===== config.mk =====
export PLATFORM = sky130hd
export DESIGN_NAME = cycle_sequencer_flat
export DESIGN_NICKNAME = d
export VERILOG_FILES = /design/src/rtl/gb_timing_pkg.sv /design/src/rtl/cycle_sequencer_if.sv /design/src/rtl/onehot_ring.sv /design/src/rtl/cycle_sequencer.sv /design/src/flat_wrapper.sv
export SDC_FILE = /design/constraint.sdc
export NUM_CORES = 1
export LEC_CHECK = 0
export ABC_CLOCK_PERIOD_IN_PS = 1400
export CORE_ASPECT_RATIO = 1.1
export CORE_MARGIN = 10
export CORE_UTILIZATION = 37
export CTS_CLUSTER_SIZE = 10
export DETAILED_ROUTE_END_ITERATION = 12
export PLACE_DENSITY = 0.78
export SLEW_MARGIN = 20
export SYNTH_ARGS = -nofsm -noshare
export SYNTH_HDL_FRONTEND = slang
export SYNTH_SLANG_ARGS = --single-unit

===== constraint.sdc =====
create_clock -name i_Clk -period 1.4 [get_ports i_Clk]
set_input_delay 0.28 -clock i_Clk [delete_from_list [all_inputs] [get_ports i_Clk]]
set_output_delay 0.28 -clock i_Clk [all_outputs]
set_load 0.01 [all_outputs]

===== src/rtl/gb_timing_pkg.sv =====
// Shared SM83 timing constants: one-hot T-state and M-cycle encodings.
// Imported by the cycle sequencer and by every microcode block.
// Pure declarations; no logic, latency or backpressure.
package gb_timing_pkg;

  localparam int STEPS      = 4;
  localparam int MAX_CYCLES = 8;

  typedef logic [STEPS-1:0]      step_t;
  typedef logic [MAX_CYCLES-1:0] count_t;

  // One-hot T-states within an M-cycle
  localparam step_t T1 = 4'b0001;
  localparam step_t T2 = 4'b0010;
  localparam step_t T3 = 4'b0100;
  localparam step_t T4 = 4'b1000;

  // One-hot M-cycle index within an instruction
  localparam count_t M_CYCLE_0 = 8'h01;
  localparam count_t M_CYCLE_1 = 8'h02;
  localparam count_t M_CYCLE_2 = 8'h04;
  localparam count_t M_CYCLE_3 = 8'h08;
  localparam count_t M_CYCLE_4 = 8'h10;
  localparam count_t M_CYCLE_5 = 8'h20;
  localparam count_t M_CYCLE_6 = 8'h40;
  localparam count_t M_CYCLE_7 = 8'h80;

  localparam step_t  STEP_RESET  = T1;
  localparam count_t COUNT_RESET = M_CYCLE_0;

endpackage


===== src/rtl/cycle_sequencer_if.sv =====
// Timing bus between the cycle sequencer and the control unit.
// Outputs registered in the sequencer except o_Cycle_Start (decoded from step).
// No backpressure: i_Stall/i_Enable gate the sequencer directly.
interface cycle_sequencer_if #(
  parameter int STEPS      = 4,
  parameter int MAX_CYCLES = 8
);

  logic                  i_Enable;
  logic                  i_Stall;
  logic                  i_IR_Fetch;
  logic [STEPS-1:0]      o_Cycle_Step;
  logic [MAX_CYCLES-1:0] o_Cycle_Count;
  logic                  o_IR_Load;
  logic                  o_Force_Fetch;
  logic                  o_Cycle_Start;
  logic                  o_Sequence_Error;

  // Control-unit side: drives enables and fetch request, observes timing
  modport master (
    output i_Enable, i_Stall, i_IR_Fetch,
    input  o_Cycle_Step, o_Cycle_Count, o_IR_Load, o_Force_Fetch,
           o_Cycle_Start, o_Sequence_Error
  );

  // Sequencer side
  modport slave (
    input  i_Enable, i_Stall, i_IR_Fetch,
    output o_Cycle_Step, o_Cycle_Count, o_IR_Load, o_Force_Fetch,
           o_Cycle_Start, o_Sequence_Error
  );

endinterface


===== src/rtl/onehot_ring.sv =====
// One-hot rotating ring register with synchronous clear to the reset pattern.
// Latency: one clock from i_Advance/i_Clear to o_Ring.
// No backpressure: holds whenever neither i_Advance nor i_Clear is high.
module onehot_ring #(
  parameter int              WIDTH     = 4,
  parameter logic [WIDTH-1:0] RESET_VAL = WIDTH'(1)
) (
  input  logic             i_Clk,
  input  logic             i_Reset,
  input  logic             i_Advance,
  input  logic             i_Clear,
  output logic [WIDTH-1:0] o_Ring
);

  logic [WIDTH-1:0] ring_q;
  logic [WIDTH-1:0] ring_d;

  // Clear wins over advance; advance is a left rotate so one-hot is preserved
  always_comb begin
    ring_d = ring_q;
    if (i_Clear) begin
      ring_d = RESET_VAL;
    end else if (i_Advance) begin
      ring_d = {ring_q[WIDTH-2:0], ring_q[WIDTH-1]};
    end
  end

  // Ring state register with synchronous reset
  always_ff @(posedge i_Clk) begin
    if (i_Reset) begin
      ring_q <= RESET_VAL;
    end else begin
      ring_q <= ring_d;
    end
  end

  assign o_Ring = ring_q;

endmodule


===== src/rtl/cycle_sequencer.sv =====
// T-state / M-cycle one-hot sequencer with fetch rollover, IR-load strobe and overrun flag.
// Latency: step/count registered; IR-load strobe visible the clock after the T4 edge.
// No backpressure: i_Stall freezes all state, i_Enable low holds state.
module cycle_sequencer
  import gb_timing_pkg::*;
#(
  parameter int STEPS      = 4,
  parameter int MAX_CYCLES = 8
) (
  input  logic               i_Clk,
  input  logic               i_Reset,
  cycle_sequencer_if.slave   bus
);

  localparam logic [STEPS-1:0]      STEP_INIT  = STEPS'(1);
  localparam logic [MAX_CYCLES-1:0] COUNT_INIT = MAX_CYCLES'(1);

  logic [STEPS-1:0]      step_q;
  logic [MAX_CYCLES-1:0] count_q;

  logic advance;
  logic cycle_end;
  logic fetch_now;
  logic fetch_hit;
  logic count_clear;
  logic count_advance;

  logic fetch_pending_q, fetch_pending_d;
  logic force_fetch_q,   force_fetch_d;
  logic ir_load_q,       ir_load_d;
  logic seq_error_q,     seq_error_d;

  assign advance   = bus.i_Enable & ~bus.i_Stall;
  assign cycle_end = advance & step_q[STEPS-1];
  // The boot fetch is requested continuously until it completes
  assign fetch_now = bus.i_IR_Fetch | force_fetch_q;
  // A request seen at any T-state of this M-cycle, including the T4 clock itself
  assign fetch_hit = fetch_pending_q | fetch_now;

  assign count_clear   = cycle_end & fetch_hit;
  // Count saturates at the last M-cycle rather than wrapping to cycle 0
  assign count_advance = cycle_end & ~fetch_hit & ~count_q[MAX_CYCLES-1];

  onehot_ring #(
    .WIDTH     (STEPS),
    .RESET_VAL (STEP_INIT)
  ) u_step_ring (
    .i_Clk     (i_Clk),
    .i_Reset   (i_Reset),
    .i_Advance (advance),
    .i_Clear   (1'b0),
    .o_Ring    (step_q)
  );

  onehot_ring #(
    .WIDTH     (MAX_CYCLES),
    .RESET_VAL (COUNT_INIT)
  ) u_count_ring (
    .i_Clk     (i_Clk),
    .i_Reset   (i_Reset),
    .i_Advance (count_advance),
    .i_Clear   (count_clear),
    .o_Ring    (count_q)
  );

  // Next-state for fetch capture, boot fetch, IR strobe and sticky overrun
  always_comb begin
    fetch_pending_d = fetch_pending_q;
    force_fetch_d   = force_fetch_q;
    seq_error_d     = seq_error_q;
    ir_load_d       = 1'b0;
    if (count_clear) begin
      fetch_pending_d = 1'b0;
      force_fetch_d   = 1'b0;
      ir_load_d       = 1'b1;
    end else if (advance & fetch_now) begin
      fetch_pending_d = 1'b1;
    end
    if (cycle_end & ~fetch_hit & count_q[MAX_CYCLES-1]) begin
      seq_error_d = 1'b1;
    end
  end

  // Control/flag registers with synchronous reset
  always_ff @(posedge i_Clk) begin
    if (i_Reset) begin
      fetch_pending_q <= 1'b0;
      force_fetch_q   <= 1'b1;
      ir_load_q       <= 1'b0;
      seq_error_q     <= 1'b0;
    end else begin
      fetch_pending_q <= fetch_pending_d;
      force_fetch_q   <= force_fetch_d;
      ir_load_q       <= ir_load_d;
      seq_error_q     <= seq_error_d;
    end
  end

  assign bus.o_Cycle_Step     = step_q;
  assign bus.o_Cycle_Count    = count_q;
  assign bus.o_IR_Load        = ir_load_q;
  assign bus.o_Force_Fetch    = force_fetch_q;
  assign bus.o_Cycle_Start    = step_q[0];
  assign bus.o_Sequence_Error = seq_error_q;

`ifdef SIM
  // Both timing vectors must remain one-hot outside reset
  always_ff @(posedge i_Clk) begin
    if (!i_Reset) begin
      assert ($onehot(step_q))  else $error("cycle_sequencer: step not one-hot %b", step_q);
      assert ($onehot(count_q)) else $error("cycle_sequencer: count not one-hot %b", count_q);
    end
  end
`endif

endmodule


===== src/flat_wrapper.sv =====
// flat-port wrapper written by rule: the top's interface ports become plain ports
module cycle_sequencer_flat import gb_timing_pkg::*;
#(
  parameter int STEPS      = 4,
  parameter int MAX_CYCLES = 8
)
  (i_Clk, i_Reset, bus_i_Enable, bus_i_Stall, bus_i_IR_Fetch, bus_o_Cycle_Step, bus_o_Cycle_Count, bus_o_IR_Load, bus_o_Force_Fetch, bus_o_Cycle_Start, bus_o_Sequence_Error);
  cycle_sequencer_if #(.STEPS(STEPS), .MAX_CYCLES(MAX_CYCLES)) bus_i ();
  input  logic i_Clk;
  input  logic i_Reset;
  input wire logic [$bits(bus_i.i_Enable)-1:0] bus_i_Enable;
  input wire logic [$bits(bus_i.i_Stall)-1:0] bus_i_Stall;
  input wire logic [$bits(bus_i.i_IR_Fetch)-1:0] bus_i_IR_Fetch;
  output wire logic [$bits(bus_i.o_Cycle_Step)-1:0] bus_o_Cycle_Step;
  output wire logic [$bits(bus_i.o_Cycle_Count)-1:0] bus_o_Cycle_Count;
  output wire logic [$bits(bus_i.o_IR_Load)-1:0] bus_o_IR_Load;
  output wire logic [$bits(bus_i.o_Force_Fetch)-1:0] bus_o_Force_Fetch;
  output wire logic [$bits(bus_i.o_Cycle_Start)-1:0] bus_o_Cycle_Start;
  output wire logic [$bits(bus_i.o_Sequence_Error)-1:0] bus_o_Sequence_Error;
  assign bus_i.i_Enable = bus_i_Enable;
  assign bus_i.i_Stall = bus_i_Stall;
  assign bus_i.i_IR_Fetch = bus_i_IR_Fetch;
  assign bus_o_Cycle_Step = bus_i.o_Cycle_Step;
  assign bus_o_Cycle_Count = bus_i.o_Cycle_Count;
  assign bus_o_IR_Load = bus_i.o_IR_Load;
  assign bus_o_Force_Fetch = bus_i.o_Force_Fetch;
  assign bus_o_Cycle_Start = bus_i.o_Cycle_Start;
  assign bus_o_Sequence_Error = bus_i.o_Sequence_Error;
  cycle_sequencer #(.STEPS(STEPS), .MAX_CYCLES(MAX_CYCLES)) u_core (.i_Clk(i_Clk), .i_Reset(i_Reset), .bus(bus_i));
endmodule

==> impl_metrics.xml, run 1 <==
<?xml version="1.0" encoding="UTF-8"?>
<metrics>
  <group name="clocking">
    <metric name="cts-hold-fix-buffers" unit="">0</metric>
    <metric name="worstSkewPairLatency" unit="ns">0.28</metric>
    <metric name="clkTransAtPathRegs" unit="ns">0.10</metric>
    <metric name="clock_tree.htree_level_count" unit="">1</metric>
    <metric name="cts_tree" unit="">done</metric>
    <metric name="cts_buffers" unit="">3</metric>
    <metric name="clock-sinks" unit="">16</metric>
    <metric name="cts.root.buffer_cell" unit="">sky130_fd_sc_hd__clkbuf_4</metric>
    <metric name="cts-root-to-sink-buffers" unit="">2</metric>
  </group>
  <group name="layout">
    <metric name="nNetsFinal" unit="">99</metric>
    <metric name="stdcell_area" unit="um^2">915</metric>
    <metric name="n_fill_cell" unit="">140</metric>
    <metric name="n_antenna_cell" unit="">0</metric>
    <metric name="final-seq-area" unit="um^2">322</metric>
    <metric name="area_of_the_multi_input_gates" unit="um^2">253</metric>
    <metric name="final_layout_size_suffix_gt1_share" unit="%">22.6</metric>
    <metric name="utilization" unit="%">59.4</metric>
    <metric name="area_growth" unit="%">55.2</metric>
    <metric name="post_layout_nonfiller_instances" unit="">110</metric>
  </group>
  <group name="setup_path">
    <metric name="worst_ep_required_time" unit="ns">1.60</metric>
    <metric name="worstRegToRegCells" unit="">3</metric>
    <metric name="reg2reg_capture_point" unit="">u_core.u_count_ring.o_Ring[1]</metric>
    <metric name="path_depth" unit="">3</metric>
    <metric name="slowest_stage" unit="">sky130_fd_sc_hd__or4_4</metric>
    <metric name="rrSetupSlack" unit="ns">-0.05</metric>
    <metric name="critical_path_arrival" unit="ns">1.64</metric>
    <metric name="endpoint_kind_of_the_worst_setup_timing_path" unit="">flop</metric>
    <metric name="worstPathBufferInverterCount" unit="">0</metric>
    <metric name="max_stage_delay" unit="ns">0.52</metric>
    <metric name="r2r_start" unit="">u_core.bus.o_Force_Fetch</metric>
    <metric name="crit_path_cell_trace" unit="">or2_1, or4_4, o32ai_2</metric>
    <metric name="path_max_fanout" unit="">4</metric>
    <metric name="timing.critical_path.max_delay_family" unit="">simple AND/OR/NAND/NOR gates</metric>
    <metric name="startpoint_type" unit="">flop</metric>
    <metric name="setup.worst_path.start" unit="">u_core.bus.o_Force_Fetch</metric>
    <metric name="timing.critical_path.to" unit="">u_core.u_count_ring.o_Ring[1]</metric>
    <metric name="setup.worst_path.class" unit="">reg -&gt; reg</metric>
  </group>
  <group name="placed_design">
    <metric name="gp_congestion" unit="">0.737</metric>
    <metric name="place_inst" unit="">103</metric>
    <metric name="placement.io_buffers" unit="">20</metric>
    <metric name="place_area" unit="um^2">856</metric>
    <metric name="hpwl_dp" unit="mm">1.16</metric>
    <metric name="dp_worst_setup_slack" unit="ns">-0.466</metric>
  </group>
  <group name="hold_path">
    <metric name="timing.hold.worst.class" unit="">in -&gt; reg</metric>
  </group>
  <group name="sta">
    <metric name="finalHoldViolCount" unit="">0</metric>
    <metric name="period_minus_ws_final" unit="ns">1.45</metric>
    <metric name="clock-skew-final" unit="ns">0.00299</metric>
    <metric name="final_critical_path_setup_slack" unit="ns">-0.0450</metric>
    <metric name="drv_slew" unit="">0</metric>
    <metric name="fin_hold_ws" unit="ns">0.420</metric>
    <metric name="setup_repair_after_global_routing_missed_its_margin" unit="">true</metric>
    <metric name="max_freq" unit="MHz">692</metric>
    <metric name="tightest_slew" unit="ns">0.205</metric>
    <metric name="max_slew_margin" unit="%">86.2</metric>
    <metric name="final-setup-viol-count" unit="">1</metric>
    <metric name="post-route-period-util" unit="%">103</metric>
  </group>
  <group name="synthesis">
    <metric name="synthCells" unit="">61</metric>
    <metric name="synth-async-reset-ratio" unit="%">0</metric>
    <metric name="yosysSeqAreaShare" unit="%">54.4</metric>
    <metric name="synth_enable_flop_cells" unit="">0</metric>
    <metric name="synth-warning-count" unit="">0</metric>
    <metric name="synthFlopType" unit="">sky130_fd_sc_hd__dfxtp_1</metric>
    <metric name="synthesis.area_per_instance" unit="um^2">9.66</metric>
    <metric name="synthDistinctLibCells" unit="">21</metric>
    <metric name="synthesis.area" unit="um^2">589</metric>
    <metric name="synth-seq-cells" unit="">16</metric>
    <metric name="synthesis.nets" unit="">66</metric>
  </group>
  <group name="die">
    <metric name="die-height" unit="um">61.9</metric>
    <metric name="io-pin-count" unit="">21</metric>
    <metric name="initial_utilization" unit="%">38.3</metric>
    <metric name="core_area" unit="um^2">1540</metric>
    <metric name="die-area" unit="um^2">3590</metric>
    <metric name="num_rows" unit="">15</metric>
    <metric name="die_x" unit="um">58.1</metric>
  </group>
  <group name="run">
    <metric name="cap_violations" unit="">0</metric>
  </group>
  <group name="drt">
    <metric name="drc_errors" unit="">0</metric>
    <metric name="met2WireLength" unit="um">782</metric>
    <metric name="top_layer_used" unit="">met4</metric>
    <metric name="drt_first_pass_iters" unit="">4</metric>
    <metric name="vias_per_cell" unit="">5.03</metric>
    <metric name="via_count" unit="">553</metric>
    <metric name="drtAntennaViolNets" unit="">0</metric>
    <metric name="wl_per_cell" unit="um">14.2</metric>
    <metric name="wl_met1" unit="um">627</metric>
    <metric name="detail_route.iter0.violations" unit="">5</metric>
    <metric name="met3_length" unit="um">121</metric>
    <metric name="routed_wl" unit="mm">1.56</metric>
  </group>
  <group name="global_routing">
    <metric name="grt_antenna_before_repair" unit="">0</metric>
    <metric name="grt_pass1_wl" unit="mm">2.34</metric>
    <metric name="first_global_vias" unit="">539</metric>
    <metric name="globalRouteOverflowTotal" unit="">0</metric>
    <metric name="grt_start_max_net_pins" unit="">10</metric>
    <metric name="grt_use_total" unit="%">8.47</metric>
  </group>
  <group name="outcome">
    <metric name="run_status" unit="">finished with violations</metric>
    <metric name="violations" unit="">setup timing</metric>
  </group>
  <group name="pwr">
    <metric name="power.static_leakage" unit="nW">0.473</metric>
    <metric name="ir_worst_vdd" unit="mV">0.640</metric>
    <metric name="power_density_over_the_cells" unit="nW/um^2">906</metric>
  </group>
</metrics>
[cells in the final DEF, fill, tap and decap left out, types with 3 or more instances in the layout]
cell type and instances:
sky130_fd_sc_hd__clkbuf_4 3, sky130_fd_sc_hd__buf_4 11, sky130_fd_sc_hd__a21oi_1 3, sky130_fd_sc_hd__nand2_1 8, sky130_fd_sc_hd__dlygate4sd2_1 16, sky130_fd_sc_hd__nor2_1 5, sky130_fd_sc_hd__o22ai_1 3, sky130_fd_sc_hd__inv_1 4
sky130_fd_sc_hd__mux2i_1 3, sky130_fd_sc_hd__dfxtp_1 15
[flip-flops by register name (all words and copies together) (netlist names)]
name                         flops
u_core.bus.o_Force_Fetch         1
u_core.u_step_ring.o_Ring        4
u_core.u_count_ring.o_Ring       8
u_core.bus.o_IR_Load             1
u_core.fetch_pending_q           1
u_core.bus.o_Sequence_Error      1
[report_power, final]
group / internal [mW] / switching [mW] / leakage, nW
clock: 0.158 / 0.146 / 0.0210
combinational: 0.0296 / 0.0268 / 0.322
sequential: 0.462 / 0.00623 / 0.130
[what timing repair did]
| action | 4_1_cts | 5_1_grt |
|---|---|---|
| pin swaps | 0 | 3 |
| setup buffers | 0 | 3 |
| endpoints found under the setup margin | 22 | 2 |
| resized for setup | 17 | 5 |
[final cells by class]
class                      count  share of cell area, %
tap                           17                   2.33
multi-input combinational     38                   27.6
timing repair buffer          31                   29.3
inverter                       4                   1.64
sequential                    16                   35.2
clock buffer                   4                   3.97
[tightest hold or removal path: stages]
cell	delay (ns)
sky130_fd_sc_hd__dlymetal6s2s_1	0.13
sky130_fd_sc_hd__inv_1	0.05
sky130_fd_sc_hd__a31oi_1	0.15
sky130_fd_sc_hd__nor3_1	0.05
[stage by stage]
step | power [mW] | TNS [ns]
3_5_place_dp | 0.540 | -3.11
2_1_floorplan | 0.505 | 0
5_1_grt | 0.859 | -0.0923
6_report | 0.829 | -0.0450
4_1_cts | 0.827 | -0.0754
3_3_place_gp | 0.539 | -2.75
[cell usage after synthesis (2+ instances only)]
| cell type | count | area share (%) |
|---|---|---|
| sky130_fd_sc_hd__a21oi_1 | 3 | 2.5 |
| sky130_fd_sc_hd__a31oi_1 | 2 | 2.1 |
| sky130_fd_sc_hd__dfxtp_1 | 16 | 54 |
| sky130_fd_sc_hd__inv_1 | 4 | 2.5 |
| sky130_fd_sc_hd__mux2i_1 | 3 | 5.1 |
| sky130_fd_sc_hd__nand2_1 | 8 | 5.1 |
| sky130_fd_sc_hd__nor2_1 | 5 | 3.2 |
| sky130_fd_sc_hd__nor3_1 | 3 | 2.5 |
| sky130_fd_sc_hd__o21ai_0 | 2 | 1.7 |
| sky130_fd_sc_hd__o22ai_1 | 4 | 4.2 |
[cells by family (layout without fill, tap and decap cells)]
group                  after synthesis  after routing  share of synthesized area (%)
DFF                                 16             16                           54.4
buffers and inverters                7             39                           5.31
AOI/OAI and AO/OA                   13             13                           14.9
and+or+nand+nor                     22             22                           20.4
muxes                                3              3                           5.10
[how the worst min path moves through the flow]
stage / from / end / slack (ns) / cells past startpoint
finish: bus_i_Stall / u_core.fetch_pending_q / 0.42 / 4
detailed placement: u_core.bus.o_Sequence_Error / u_core.bus.o_Sequence_Error / 0.45 / 2
global route: bus_i_Stall / u_core.fetch_pending_q / 0.46 / 4
global placement: u_core.bus.o_Sequence_Error / u_core.bus.o_Sequence_Error / 0.45 / 2
CTS: u_core.bus.o_Sequence_Error / u_core.bus.o_Sequence_Error / 0.47 / 2
floorplan: bus_i_Enable / u_core.u_step_ring.o_Ring[0] / 0.45 / 2
[metal layers]
metal | vias up | global-route usage, %
met5 | - | 0
met4 | 0 | 7.38
li1 | 276 | -
met1 | 261 | 8.20
met2 | 14 | 14.0
met3 | 2 | 3.46
(Power assumes the default switching activity.)
==> run 2, diff against run 1 <==
- CORE_MARGIN: 10 -> 4
- CORE_UTILIZATION: 37 -> 32
- PLACE_DENSITY: 0.78 -> 0.7
==> run 2 against run 1 <==
  * The run now ends clean
  * Core utilization decreased by 10 points
  * Clock skew is 0.00085 ns lower
  * Maximum frequency grew 7.7%
  * Non-clock buffer count down 4
  * Hold slack better by 0.066 ns
  * Critical endpoint unchanged
  * Largest cell class unchanged
==> impl_metrics.xml, run 2 (same netlist as run 1, synthesis figures left out) <==
<?xml version="1.0" encoding="UTF-8"?>
<metrics>
  <group name="outcome">
    <metric name="run_status" unit="">finished, final reports clean</metric>
  </group>
  <group name="clocking">
    <metric name="postCtsSetupBuffers" unit="">0</metric>
    <metric name="cts-root-to-sink-buffers" unit="">2</metric>
    <metric name="cts_buffers" unit="">3</metric>
    <metric name="cts_tree" unit="">done</metric>
    <metric name="clock_tree.htree_level_count" unit="">1</metric>
    <metric name="clock-sinks" unit="">16</metric>
    <metric name="cts.root.buffer_cell" unit="">sky130_fd_sc_hd__clkbuf_4</metric>
    <metric name="worstSkewPairLatency" unit="ns">0.28</metric>
    <metric name="clkTransAtPathRegs" unit="ns">0.09</metric>
  </group>
  <group name="layout">
    <metric name="final-seq-area" unit="um^2">323</metric>
    <metric name="area_growth" unit="%">47.1</metric>
    <metric name="nNetsFinal" unit="">95</metric>
    <metric name="post_layout_nonfiller_instances" unit="">107</metric>
    <metric name="stdcell_area" unit="um^2">867</metric>
    <metric name="final_layout_size_suffix_gt1_share" unit="%">18.0</metric>
    <metric name="layout_commonest_cell" unit="">sky130_fd_sc_hd__dlygate4sd2_1</metric>
    <metric name="layout_common_cells" unit="">sky130_fd_sc_hd__dlygate4sd2_1, sky130_fd_sc_hd__dfxtp_1, sky130_fd_sc_hd__nand2_1, sky130_fd_sc_hd__buf_4, sky130_fd_sc_hd__nor2_1</metric>
    <metric name="area_of_the_multi_input_gates" unit="um^2">241</metric>
    <metric name="largest_register_ff_count" unit="">8</metric>
    <metric name="n_antenna_cell" unit="">0</metric>
    <metric name="n_fill_cell" unit="">190</metric>
    <metric name="utilization" unit="%">49.2</metric>
  </group>
  <group name="pwr">
    <metric name="seq_power_share" unit="%">57.1</metric>
    <metric name="power.share.switching" unit="%">21.0</metric>
    <metric name="total_power" unit="uW">819</metric>
    <metric name="netSwitchingPower" unit="uW">172</metric>
    <metric name="cell_internal_pwr" unit="uW">647</metric>
    <metric name="power_density_over_the_cells" unit="nW/um^2">945</metric>
    <metric name="power.static_leakage" unit="nW">0.438</metric>
    <metric name="comb_power_share" unit="%">6.4</metric>
    <metric name="relative_contribution_of_the_clock_network_to_total_power" unit="%">36.5</metric>
    <metric name="ir_worst_vdd" unit="mV">0.427</metric>
  </group>
  <group name="sta">
    <metric name="finalSetupTns" unit="ns">0</metric>
    <metric name="final-setup-viol-count" unit="">0</metric>
    <metric name="final_critical_path_setup_slack" unit="ns">0.0580</metric>
    <metric name="setup_repair_after_global_routing_missed_its_margin" unit="">false</metric>
    <metric name="fin_hold_ws" unit="ns">0.486</metric>
    <metric name="finalHoldViolCount" unit="">0</metric>
    <metric name="max_slew_margin" unit="%">84.0</metric>
    <metric name="drv_slew" unit="">0</metric>
    <metric name="period_minus_ws_final" unit="ns">1.34</metric>
    <metric name="clock-skew-final" unit="ns">0.00214</metric>
    <metric name="tightest_slew" unit="ns">0.238</metric>
    <metric name="post-route-period-util" unit="%">95.9</metric>
    <metric name="max_freq" unit="MHz">745</metric>
  </group>
  <group name="drt">
    <metric name="via_count" unit="">519</metric>
    <metric name="routed_wl" unit="mm">1.31</metric>
    <metric name="vias_per_cell" unit="">4.85</metric>
    <metric name="detail_route.iter0.violations" unit="">4</metric>
    <metric name="drc_errors" unit="">0</metric>
    <metric name="wl_per_cell" unit="um">12.2</metric>
    <metric name="drt_first_pass_iters" unit="">4</metric>
    <metric name="drtAntennaViolNets" unit="">0</metric>
  </group>
  <group name="die">
    <metric name="num_rows" unit="">16</metric>
    <metric name="core_area" unit="um^2">1760</metric>
    <metric name="die_x" unit="um">48.9</metric>
    <metric name="die-height" unit="um">53.0</metric>
    <metric name="die-area" unit="um^2">2590</metric>
    <metric name="io-pin-count" unit="">21</metric>
    <metric name="initial_utilization" unit="%">33.5</metric>
  </group>
  <group name="global_routing">
    <metric name="grt_pass1_wl" unit="mm">2.26</metric>
    <metric name="grt_start_max_net_pins" unit="">10</metric>
    <metric name="grt_use_total" unit="%">11.2</metric>
    <metric name="first_global_vias" unit="">526</metric>
    <metric name="grt_antenna_before_repair" unit="">0</metric>
    <metric name="globalRouteOverflowTotal" unit="">0</metric>
  </group>
  <group name="setup_path">
    <metric name="startpoint_type" unit="">flop</metric>
    <metric name="endpoint_kind_of_the_worst_setup_timing_path" unit="">flop</metric>
    <metric name="setup.worst_path.class" unit="">reg -&gt; reg</metric>
    <metric name="critical_path_arrival" unit="ns">1.54</metric>
    <metric name="worst_ep_required_time" unit="ns">1.60</metric>
    <metric name="path_max_fanout" unit="">6</metric>
  </group>
  <group name="run">
    <metric name="cap_violations" unit="">0</metric>
  </group>
  <group name="placed_design">
    <metric name="dp_worst_setup_slack" unit="ns">-0.436</metric>
    <metric name="place_inst" unit="">103</metric>
    <metric name="hpwl_dp" unit="um">951</metric>
    <metric name="gp_congestion" unit="">0.720</metric>
    <metric name="place_area" unit="um^2">850</metric>
    <metric name="placement.io_buffers" unit="">20</metric>
  </group>
  <group name="hold_path">
    <metric name="timing.hold.worst.class" unit="">reg -&gt; reg</metric>
  </group>
</metrics>
-- run 2: worst paths after layout --
check,depth (start not counted),to,slack [ns],start
setup / recovery,3,u_core.u_count_ring.o_Ring[1],0.06,u_core.bus.o_Force_Fetch
hold / removal,2,u_core.bus.o_Sequence_Error,0.49,u_core.bus.o_Sequence_Error
setup reg to reg,3,u_core.u_count_ring.o_Ring[1],0.06,u_core.bus.o_Force_Fetch
hold reg to reg,2,u_core.bus.o_Sequence_Error,0.49,u_core.bus.o_Sequence_Error
-- run 2: area by class of cell --
cell class,count,share of cell area (%)
Multi-Input combinational cell,38,27.8
Inverter,4,1.73
Clock buffer,4,4.18
Tap cell,18,2.60
Timing Repair Buffer,27,26.4
Sequential cell,16,37.2
-- run 2: timing repair --
action / CTS / global route
gates resized for setup: 22 / 0
endpoints found under the setup margin: 22 / 1
pin swaps: 3 / 1
gates cloned: 0 / 0
hold buffers: 0 / 0
-- run 2: power groups by stage --
stage	sequential (mW)	clock, mW	combinational [mW]
finish	0.468	0.299	0.0527
global route	0.469	0.332	0.0589
CTS	0.468	0.311	0.0536
detailed placement	0.479	0	0.0610
global placement	0.478	0	0.0604
floorplan	0.480	0	0.0254
-- run 2: worst max-delay path: stages, from the launching register on --
cell	delay [ns]
sky130_fd_sc_hd__dfxtp_1	0.31
sky130_fd_sc_hd__or2_1	0.22
sky130_fd_sc_hd__or4_4	0.47
sky130_fd_sc_hd__o32ai_2	0.26
-- run 2: metal layers --
layer / wire (um) / vias up / global-route usage, % / share of wire (%)
li1: - / 269 / - / -
met1: 602 / 233 / 12.5 / 46
met2: 612 / 17 / 19.1 / 47
met3: 92 / 0 / 3.94 / 7.0
met4: 0 / 0 / 4.93 / 0
met5: 0 / - / 0 / 0
==> run 3, diff against run 2 <==
- ABC_CLOCK_PERIOD_IN_PS: 1400 -> 1300
- DONT_BUFFER_PORTS: unset -> 1
- PLACE_DENSITY: 0.7 -> 0.53
- clock period: 1.4 -> 1.3 ns (I/O delays scaled with it)
==> run 3 against run 2 <==
  * The run now ends with setup timing left
  * Setup slack got worse by 0.076 ns
  * Design area fell by 20%
  * Flip-flop and latch count did not move
  * Global-route usage fell by 1.1 points
  * Combinational power fell by 56%
  * Routed wire length fell by 5.9%
  * Clock-buffer cell count did not move
  * Clock power rose by 7.7%
  * Via count fell by 14%
  * First-iteration DRC count rose by 50%
  * Power rose by 3.9%
  * Sequential share of layout area rose by 9.6 points
  * Critical path type unchanged
  * Highest routed layer is now met4
==> impl_metrics.xml, run 3 (same netlist as run 1, synthesis figures left out) <==
<?xml version="1.0" encoding="UTF-8"?>
<metrics>
  <group name="pwr">
    <metric name="power_density_over_the_cells" unit="nW/um^2">1230</metric>
    <metric name="power.static_leakage" unit="nW">0.303</metric>
    <metric name="total_power" unit="uW">852</metric>
    <metric name="ir_worst_vdd" unit="mV">0.540</metric>
  </group>
  <group name="sta">
    <metric name="max_slew_margin" unit="%">81.2</metric>
    <metric name="final_critical_path_setup_slack" unit="ns">-0.0179</metric>
    <metric name="post-route-period-util" unit="%">101</metric>
    <metric name="tightest_slew" unit="ns">0.281</metric>
    <metric name="max_freq" unit="MHz">759</metric>
    <metric name="clock-skew-final" unit="ns">0.00200</metric>
    <metric name="setup_repair_after_global_routing_missed_its_margin" unit="">true</metric>
    <metric name="fin_hold_ws" unit="ns">0.0271</metric>
    <metric name="final-setup-viol-count" unit="">1</metric>
    <metric name="drv_slew" unit="">0</metric>
    <metric name="period_minus_ws_final" unit="ns">1.32</metric>
    <metric name="finalHoldViolCount" unit="">0</metric>
  </group>
  <group name="layout">
    <metric name="area_of_the_multi_input_gates" unit="um^2">250</metric>
    <metric name="area_growth" unit="%">17.8</metric>
    <metric name="largest_register_ff_count" unit="">8</metric>
    <metric name="final_layout_size_suffix_gt1_share" unit="%">25.0</metric>
    <metric name="utilization" unit="%">39.4</metric>
    <metric name="layout_common_cells" unit="">sky130_fd_sc_hd__dfxtp_1, sky130_fd_sc_hd__nand2_1, sky130_fd_sc_hd__buf_4, sky130_fd_sc_hd__nor2_1</metric>
    <metric name="n_fill_cell" unit="">187</metric>
    <metric name="nNetsFinal" unit="">74</metric>
    <metric name="n_antenna_cell" unit="">0</metric>
    <metric name="final-seq-area" unit="um^2">325</metric>
    <metric name="layout_commonest_cell" unit="">sky130_fd_sc_hd__dfxtp_1</metric>
    <metric name="stdcell_area" unit="um^2">694</metric>
  </group>
  <group name="clocking">
    <metric name="cts_tree" unit="">done</metric>
    <metric name="clock-sinks" unit="">16</metric>
    <metric name="cts.root.buffer_cell" unit="">sky130_fd_sc_hd__clkbuf_4</metric>
    <metric name="worstSkewPairLatency" unit="ns">0.28</metric>
    <metric name="cts-hold-fix-buffers" unit="">0</metric>
    <metric name="clock_tree.htree_level_count" unit="">1</metric>
    <metric name="clkTransAtPathRegs" unit="ns">0.09</metric>
    <metric name="cts-root-to-sink-buffers" unit="">2</metric>
    <metric name="cts_buffers" unit="">3</metric>
  </group>
  <group name="hold_path">
    <metric name="min_path_cells" unit="">1</metric>
    <metric name="timing.hold.worst.class" unit="">in -&gt; reg</metric>
  </group>
  <group name="drt">
    <metric name="wl_per_cell" unit="um">14.3</metric>
    <metric name="routed_wl" unit="mm">1.23</metric>
    <metric name="via_count" unit="">445</metric>
    <metric name="drt_first_pass_iters" unit="">4</metric>
    <metric name="detail_route.iter0.violations" unit="">6</metric>
    <metric name="vias_per_cell" unit="">5.17</metric>
    <metric name="drc_errors" unit="">0</metric>
    <metric name="drtAntennaViolNets" unit="">0</metric>
  </group>
  <group name="placed_design">
    <metric name="hpwl_dp" unit="um">912</metric>
    <metric name="place_area" unit="um^2">646</metric>
    <metric name="gp_congestion" unit="">0.645</metric>
    <metric name="placement.io_buffers" unit="">0</metric>
  </group>
  <group name="die">
    <metric name="die-area" unit="um^2">2590</metric>
    <metric name="io-pin-count" unit="">21</metric>
    <metric name="initial_utilization" unit="%">33.5</metric>
    <metric name="die_x" unit="um">48.9</metric>
    <metric name="die-height" unit="um">53.0</metric>
    <metric name="core_area" unit="um^2">1760</metric>
    <metric name="num_rows" unit="">16</metric>
  </group>
  <group name="global_routing">
    <metric name="met1_demand_to_capacity_share_in_global_routing" unit="%">11.1</metric>
    <metric name="globalRouteOverflowTotal" unit="">0</metric>
    <metric name="grt_pass1_wl" unit="mm">1.97</metric>
    <metric name="grt_antenna_before_repair" unit="">0</metric>
    <metric name="grt_use_total" unit="%">10.0</metric>
    <metric name="groute.layer.met2.usage" unit="%">14.6</metric>
    <metric name="grt_busiest_layer" unit="">met2</metric>
    <metric name="grt_start_max_net_pins" unit="">11</metric>
    <metric name="groute.layer.met3.usage" unit="%">6.48</metric>
    <metric name="first_global_vias" unit="">437</metric>
  </group>
  <group name="setup_path">
    <metric name="setup.worst_path.class" unit="">reg -&gt; reg</metric>
    <metric name="endpoint_kind_of_the_worst_setup_timing_path" unit="">flop</metric>
    <metric name="worst_ep_required_time" unit="ns">1.50</metric>
    <metric name="startpoint_type" unit="">flop</metric>
    <metric name="path_max_fanout" unit="">6</metric>
    <metric name="critical_path_arrival" unit="ns">1.52</metric>
    <metric name="worstRegToRegCells" unit="">3</metric>
  </group>
  <group name="outcome">
    <metric name="run_status" unit="">finished with violations</metric>
    <metric name="violations" unit="">setup timing</metric>
  </group>
  <group name="run">
    <metric name="cap_violations" unit="">0</metric>
  </group>
</metrics>
run 3: cell types whose count changed in the layout (fill, tap and decap cells not counted), sizes merged:
cell,before,now
clkdlybuf4s50,1,0
buf,7,6
dlygate4sd2,19,0
run 3: per-stage QoR:
| step | setup WS, ns | TNS [ns] | cells |
|---|---|---|---|
| floorplan | -0.0532 | -0.0532 | 61 |
| detailed placement | -0.0924 | -0.132 | 82 |
| CTS | -0.0221 | -0.0221 | 86 |
| global route | -0.0751 | -0.0939 | 86 |
| global placement | -0.0604 | -0.0604 | 82 |
| finish | -0.0179 | -0.0179 | 86 |
run 3: critical path: stages (launching register included):
cell and delay [ns]:
sky130_fd_sc_hd__dfxtp_2 0.33, sky130_fd_sc_hd__or2_1 0.23, sky130_fd_sc_hd__or4_4 0.47, sky130_fd_sc_hd__o32ai_2 0.21
run 3: final timing paths:
| path | to | slack (ns) | from |
|---|---|---|---|
| hold / removal | u_core.u_step_ring.o_Ring[3] | 0.03 | i_Reset |
| setup reg to reg | u_core.u_count_ring.o_Ring[1] | -0.02 | u_core.bus.o_Force_Fetch |
| hold reg to reg | u_core.u_count_ring.o_Ring[0] | 0.54 | u_core.u_count_ring.o_Ring[0] |
| setup / recovery | u_core.u_count_ring.o_Ring[1] | -0.02 | u_core.bus.o_Force_Fetch |
run 3: cell type report:
class	count	area share [%]
clock buffer	4	5.23
inverter	4	2.16
multi-input combinational	38	36.0
sequential	16	46.8
tap	18	3.24
timing repair buffer	6	6.49
run 3: metal layers:
metal  vias to the layer above  routed length, um
li1                        228                  -
met1                       197                538
met2                        18                537
met3                         2                142
met4                         0                 10
met5                         -                  0
run 3: repair_timing:
action / 4_1_cts / 5_1_grt
gates resized for setup: 2 / 2
buffers inserted: 0 / 0
endpoints found under the setup margin: 6 / 7
run 3: power by group:
group	internal (mW)	leakage, nW	switching (mW)
combinational	0.0119	0.152	0.0115
clock	0.170	0.0210	0.151
sequential	0.496	0.130	0.0110
total	0.678	0.303	0.174
==> RTL edit, RTL diff (flow settings as in run 3) <==
`STEPS` is set to 4 in 4 places; all go to 8.
--- a/src/rtl/gb_timing_pkg.sv
+++ b/src/rtl/gb_timing_pkg.sv
@@ -5,3 +5,3 @@
 
-  localparam int STEPS      = 4;
+  localparam int STEPS      = 8;
   localparam int MAX_CYCLES = 8;
--- a/src/rtl/cycle_sequencer_if.sv
+++ b/src/rtl/cycle_sequencer_if.sv
@@ -4,3 +4,3 @@
 interface cycle_sequencer_if #(
-  parameter int STEPS      = 4,
+  parameter int STEPS      = 8,
   parameter int MAX_CYCLES = 8
--- a/src/rtl/cycle_sequencer.sv
+++ b/src/rtl/cycle_sequencer.sv
@@ -6,3 +6,3 @@
 #(
-  parameter int STEPS      = 4,
+  parameter int STEPS      = 8,
   parameter int MAX_CYCLES = 8
--- a/src/flat_wrapper.sv
+++ b/src/flat_wrapper.sv
@@ -3,3 +3,3 @@
 #(
-  parameter int STEPS      = 4,
+  parameter int STEPS      = 8,
   parameter int MAX_CYCLES = 8
Ports: changed (resized bus_o_Cycle_Step); port bits go from 21 to 25. The function was not compared with the original's and may differ.
==> RTL edit against run 3 <==
Critical endpoint is now u_core.u_count_ring.o_Ring[0]$_SDFFE_PP1P_. Combinational power increased by 43%. Worst setup slack improved by 0.073 ns. Via count increased by 24%. Design area increased by 27%. Largest cell class unchanged. Routed wire length increased by 28%. Global-route usage increased by 1.3 points. Total power increased by 37%. Synthesized area increased by 25%. Sequential cell count increased by 4. Die area increased by 21%.
==> RTL edit: results (changes against run 3) <==
global_route:
  grt_util_all_layers_pct: 11.3  # +1.3 points
  grt_pass1_wl_um: 2530  # +29%
  grt_pass1_vias: 541  # +24%
  grt_max_degree: 16  # +5
timing:
  worst_pin_slew_ns: 0.333  # +0.0513 ns
yosys:
  synth_common_cells: "dfxtp_1, nand2_1, a21oi_1, nand2b_1"
  seq_area_frac_synth_pct: 54.2  # -0.12 points
  ys_types: 23  # +9.5%
  synthesis.nets: 85  # +29%
  synthCells: 80  # +31%
power:
  leakagePower_nw: 0.313  # +3.3%
  p_int_mw: 0.948  # +40%
  peakVddDrop_mv: 0.601  # +11%
layout:
  layout-drive-gt1-share_pct: 21.8  # -3.2 points
  num-nets-final: 93  # +26%
critical_path:
  arrival_ns: 1.42  # -0.10 ns
  cp_max_fo: 4  # -2
  slowest_stage: "or3b_2"
  reg2reg_from: "u_core.fetch_pending_q$_SDFFE_PP0P_"
  r2r-end: "u_core.u_count_ring.o_Ring[0]$_SDFFE_PP1P_"
status:
  status: "complete, no violations"
place:
  dpl_cell_area_um2: 793  # +23%
  place_ws_ns: 0.0188  # +0.111 ns
  dp_hpwl_um: 1110  # +22%
  gp_congestion: 0.752  # +17%
detailed_routing:
  drtIter0Drc: 14  # +8
## RTL edit: metal layers
metal / wire length [um] / global-route usage, % / vias up
li1: - / - / 292
met2: 662 / 15.1 / 18
met3: 165 / 6.84 / 4
met5: 0 / 0 / -
met1: 711 / 13.7 / 238
met4: 35 / 6.57 / 0
## RTL edit: cells by family after synthesis
family | share of synthesized area (%)
DFF | 54.2
AOI/OAI and AO/OA | 17.3
buffers and inverters | 4.75
and+or+nand+nor | 23.7
## RTL edit: power by group through the flow
stage          logic [mW]  registers, mW  clock network (mW)
5_1_grt            0.0368          0.633               0.553
2_1_floorplan      0.0314          0.642                   0
6_report           0.0334          0.630               0.506
4_1_cts            0.0302          0.631               0.525
3_3_place_gp       0.0244          0.644                   0
3_5_place_dp       0.0246          0.645                   0
## RTL edit: final cells by class
type / instances / area, um2 / area share (%)
Sequential cell: 20 / 403 / 45.6
Multi-Input combinational cell: 52 / 309 / 35.0
Timing Repair Buffer: 9 / 76.3 / 8.64
Tap cell: 28 / 35.0 / 3.97
Clock inverter: 1 / 30.0 / 3.40
Clock buffer: 3 / 22.5 / 2.55
Inverter: 2 / 7.51 / 0.850
## RTL edit: worst max-delay path: cells and delay by family, from the launching register on
kind	cells	cell delay, ns
flops	1	0.35
buf+inv	1	0.13
simple gates	3	0.65
## RTL edit: worst max-delay path by stage
stage,end,slack (ns),depth (start not counted)
6_report,u_core.u_count_ring.o_Ring[0]$_SDFFE_PP1P_,0.06,4
5_1_grt,u_core.u_count_ring.o_Ring[0]$_SDFFE_PP1P_,-0.003,4
4_1_cts,u_core.u_count_ring.o_Ring[0]$_SDFFE_PP1P_,0.03,4
3_5_place_dp,u_core.u_count_ring.o_Ring[1]$_SDFFE_PP0P_,0.02,3
3_3_place_gp,u_core.u_count_ring.o_Ring[4]$_SDFFE_PP0P_,0.03,4
2_1_floorplan,u_core.u_count_ring.o_Ring[1]$_SDFFE_PP0P_,-0.01,4
## RTL edit: what timing repair did
| item | CTS | global route |
|---|---|---|
| hold buffers | 1 | 1 |
| pin swaps | 0 | 1 |
| buffers inserted | 0 | 1 |
| endpoints found under the hold margin | 7 | 2 |
| setup endpoints to repair | 4 | 1 |
| gates resized for setup | 2 | 1 |
